## src/rtl/parking_gate_scheduler.sv

```systemverilog
// Shared single-lane barrier arbiter: round-robin entry/exit grants, lot occupancy, abandoned-grant timeout.
// Latency: grant and gate_open rise one edge after the request is sampled; one-cycle closed guard after each grant.
// Backpressure: entry is held off while full, exit while empty; requests are levels and wait in IDLE until eligible.
module parking_gate_scheduler #(
    parameter int CAPACITY = 8,
    parameter int CNT_W    = 4,
    parameter int TIMEOUT  = 50,
    parameter int TMR_W    = 6
) (
    input  logic             clk,
    input  logic             rst_n,
    input  logic             entry_req,
    input  logic             exit_req,
    input  logic             enter,
    input  logic             exit,
    output logic             gate_open,
    output logic             entry_grant,
    output logic             exit_grant,
    output logic [CNT_W-1:0] count,
    output logic             full,
    output logic             empty,
    output logic             timeout,
    output logic             error
);

    typedef enum logic [1:0] {IDLE, GRANT_IN, GRANT_OUT, CLOSE} state_t;

    localparam logic DIR_IN  = 1'b0;
    localparam logic DIR_OUT = 1'b1;
    localparam logic [CNT_W-1:0] CAP      = CNT_W'(CAPACITY);
    localparam logic [TMR_W-1:0] TMR_LAST = TMR_W'(TIMEOUT - 1);

    state_t           state_q, state_d;
    logic [CNT_W-1:0] count_q, count_d;
    logic [TMR_W-1:0] timer_q, timer_d;
    logic             last_dir_q, last_dir_d;
    logic             timeout_q, timeout_d;
    logic             error_q, error_d;
    logic             gate_open_q, gate_open_d;
    logic             entry_grant_q, entry_grant_d;
    logic             exit_grant_q, exit_grant_d;
    logic             in_ok, out_ok;

    assign full   = (count_q == CAP);
    assign empty  = (count_q == '0);
    assign in_ok  = entry_req & ~full;
    assign out_ok = exit_req & ~empty;

    always_comb begin
        state_d    = state_q;
        count_d    = count_q;
        timer_d    = timer_q;
        last_dir_d = last_dir_q;
        timeout_d  = 1'b0;
        error_d    = 1'b0;
        case (state_q)
            IDLE: begin
                error_d = enter | exit;
                // On a tie, serve the direction that was not served last
                if (in_ok && (!out_ok || last_dir_q == DIR_OUT)) begin
                    state_d    = GRANT_IN;
                    last_dir_d = DIR_IN;
                    timer_d    = '0;
                end else if (out_ok) begin
                    state_d    = GRANT_OUT;
                    last_dir_d = DIR_OUT;
                    timer_d    = '0;
                end
            end
            GRANT_IN: begin
                error_d = exit | (enter & full);
                if (enter && !full) begin
                    count_d = count_q + 1'b1;
                    state_d = CLOSE;
                end else if (timer_q == TMR_LAST) begin
                    timeout_d = 1'b1;
                    state_d   = CLOSE;
                end else begin
                    timer_d = timer_q + 1'b1;
                end
            end
            GRANT_OUT: begin
                error_d = enter | (exit & empty);
                if (exit && !empty) begin
                    count_d = count_q - 1'b1;
                    state_d = CLOSE;
                end else if (timer_q == TMR_LAST) begin
                    timeout_d = 1'b1;
                    state_d   = CLOSE;
                end else begin
                    timer_d = timer_q + 1'b1;
                end
            end
            CLOSE: begin
                error_d = enter | exit;
                state_d = IDLE;
            end
            default: state_d = IDLE;
        endcase
        entry_grant_d = (state_d == GRANT_IN);
        exit_grant_d  = (state_d == GRANT_OUT);
        gate_open_d   = entry_grant_d | exit_grant_d;
    end

    always_ff @(posedge clk or negedge rst_n) begin
        if (!rst_n) begin
            state_q       <= IDLE;
            count_q       <= '0;
            timer_q       <= '0;
            last_dir_q    <= DIR_OUT;
            timeout_q     <= 1'b0;
            error_q       <= 1'b0;
            gate_open_q   <= 1'b0;
            entry_grant_q <= 1'b0;
            exit_grant_q  <= 1'b0;
        end else begin
            state_q       <= state_d;
            count_q       <= count_d;
            timer_q       <= timer_d;
            last_dir_q    <= last_dir_d;
            timeout_q     <= timeout_d;
            error_q       <= error_d;
            gate_open_q   <= gate_open_d;
            entry_grant_q <= entry_grant_d;
            exit_grant_q  <= exit_grant_d;
        end
    end

    assign gate_open   = gate_open_q;
    assign entry_grant = entry_grant_q;
    assign exit_grant  = exit_grant_q;
    assign count       = count_q;
    assign timeout     = timeout_q;
    assign error       = error_q;

endmodule
```

## config.mk

```make
export PLATFORM = sky130hd
export DESIGN_NAME = parking_gate_scheduler
export DESIGN_NICKNAME = d
export VERILOG_FILES = /design/src/rtl/parking_gate_scheduler.sv
export SDC_FILE = /design/constraint.sdc
export NUM_CORES = 1
export LEC_CHECK = 0
export CAP_MARGIN = 5
export CORE_ASPECT_RATIO = 0.8
export CORE_MARGIN = 2
export CORE_UTILIZATION = 55
export CTS_BUF_LIST = sky130_fd_sc_hd__clkbuf_4 sky130_fd_sc_hd__clkbuf_8
export DETAILED_ROUTE_END_ITERATION = 6
export DONT_BUFFER_PORTS = 1
export HOLD_SLACK_MARGIN = 0.12
export PLACE_DENSITY = 0.7
export SLEW_MARGIN = 0
export SYNTH_ARGS = -nofsm -noshare
export SYNTH_HDL_FRONTEND = slang
export SYNTH_SLANG_ARGS = --single-unit
```

## constraint.sdc

```tcl
create_clock -name clk -period 3.05 [get_ports clk]
set_clock_uncertainty 0.15 [all_clocks]
set_input_delay 0.305 -clock clk [delete_from_list [all_inputs] [get_ports clk]]
set_output_delay 0.305 -clock clk [all_outputs]
set_load 0.005 [all_outputs]
```

==> reports/metrics.cfg <==
[clock_tree]
cts.hold.buffers_added=5
cts_sinks=18
cts_buffer_depth=2
root_buffer=clkbuf_4
clk_pin_slew_worst_paths_ns=0.11
cts.htree.levels=1
cts_buffers=3
clock_latency_ns=0.30
cts_tree=built
post_cts_resized=0
post-cts-setup-buffers=0

[logic_synthesis]
syn_nets=141
ys_warn_count=0
syn_inst=125
synth_ff_type=dfrtp_1
syn_area_per_cell_um2=9.569
yosysMostFrequentCell=dfrtp_1
synth_top_area_share_pct=35.56
ys_seq_elements=18
ys_seq_area_share_pct=37.76
synth_edf_count=0
ys_top_cells_by_count=dfrtp_1, nand2_1, inv_1
ys_async_sr_fraction_pct=100.0
synth_area_leaders=dfrtp_1, ha_1, nand2_1
mappedNetlistArea_um2=1196
yosys.area.top_type=dfrtp_1
synthDistinctLibCells=46

[route]
drt_iter0_drc=37
viasPerCell=6.359
firstDrtPassIters=4
drt_wl_total_um=2362
vias=973
post_drt_wl_per_cell_um=15.44
antenna_left=0
drc=0

[floorplanning]
coreArea_um2=2102
initial_core_util_pct=56.90
io_pins=17
die_h_um=45.71
die_area_um2=2566
rows=15
die_w_um=56.14

[global_routing]
overflow=0
grt_max_degree=19
first_global_vias=864
grt_pass1_wl_um=4091
antenna_found_initial=0
grt_use_total_pct=20.79

[power]
leakagePower_nw=0.5976
finalPower_w=0.001397
ir_worst_vdd_mv=0.7820
power.density_nw_per_um2=1095

[min_path]
hp-class=primary input to flop
min_path_cells=3

[timing]
relSlewSlack_pct=46.84
min_period_ns=2.481
fmax_mhz=403.1
tightest_slew_ns=0.7948
hold_viol=0
setup_viol=0
tns_ns=0
rsz0062_at_grt=no
slew_viol_final=0
finalCritPeriodShare_pct=81.33
setup_ws_ns=0.5695

[job]
maxCapViolations=0

[final_layout]
drive_above_1_share_pct=10.16
diodes=0
area_growth_pct=6.694
finalNonFillerCells=153
fillers=179
num-nets-final=145

[critical_path]
worstPathMaxFanout=10
startpoint_type=flop
arrival_ns=2.52
critPathKind=flop to flop
critPathCaptureType=flop
rr_worst_depth=4
required_ns=3.09

[place]
gp_congestion=0.8719
dp_cells=144
portBuffers=0
dp_hpwl_um=1691
pre_cts_slack_ns=0.5973

[outcome]
status=finished, final reports clean

per-stage QoR:
step	hold WS (ns)	area, um2	utilization, %
after floorplan	-0.1406	1196	-
after global placement	-0.1402	1190	56.61
after CTS	0.1253	1276	60.71
final	0.1265	1276	60.71
after global routing	0.1587	1276	60.71
after detailed placement	-0.1401	1190	56.61
worst paths after layout:
kind	start	end	slack [ns]
worst max register to register	count[0]	timer_q[5]	0.57
worst max-delay path	count[0]	timer_q[5]	0.57
worst min register to register	timer_q[0]	timer_q[0]	0.41
min in group asynchronous	rst_n	state_q[0]	0.37
max in group asynchronous	rst_n	count[0]	1.88
worst min-delay path	enter	timeout	0.13
flip-flops by register name, summed over array words and instances, names as in the netlist:
register     flops
count            4
entry_grant      1
error            1
exit_grant       1
gate_open        1
last_dir_q       1
state_q          2
timeout          1
timer_q          6
worst max-delay path, stage by stage, from the launching register on:
cell and delay [ns]:
dfrtp_1 0.49, or4b_1 0.71, a221o_1 0.48, and3_1 0.28
a32o_1 0.27
power by group:
group          internal [W]  switching, W
combinational      0.000370      0.000434
clock             0.0000729     0.0000780
sequential         0.000335      0.000107
cell families (layout without fill, tap and decap cells):
logic type / count (synthesis) / in the layout / synth area share, %
AOI/OAI and AO/OA: 27 / 27 / 18.31
and+or+nand+nor: 47 / 47 / 20.92
buffers and inverters: 16 / 19 / 6.276
xor gates and xnor gates: 3 / 3 / 2.197
adders and majority gates: 10 / 10 / 11.09
muxes: 4 / 4 / 3.452
DFF: 18 / 18 / 37.76
placed cells by master, fill, tap and decap left out, types with 2 or more instances in the layout:
master and instances:
nor2_1 8, a21oi_1 2, nand3b_1 2, nand3_1 4, nand2_1 11, a31oi_1 3, nand4_1 6, clkbuf_4 3
dlygate4sd3_1 5, ha_1 9, nand2b_1 3, inv_1 10, a41o_2 2, dfrtp_1 17, xnor2_1 2, nor3_1 4
o21ai_0 2, mux2i_1 3, a32o_1 3, and2_1 2, a22oi_1 2
cell type report:
cell class / count / area [um2] / area share [%]
tap: 25 / 31.28 / 2.451
multi-input combinational: 91 / 669.4 / 52.45
inverter: 10 / 37.54 / 2.941
sequential: 18 / 451.7 / 35.39
clock buffer: 4 / 36.28 / 2.843
timing repair buffer: 5 / 50.05 / 3.922
per-layer routing:
metal,GRT usage (%),part of all wire [%],vias to the layer above
met1,30.48,46,476
met3,5.398,7.0,2
met2,31.06,46,31
li1,-,-,464
met4,4.762,0.64,0
met5,0,0,-
(Power assumes the default switching activity.)
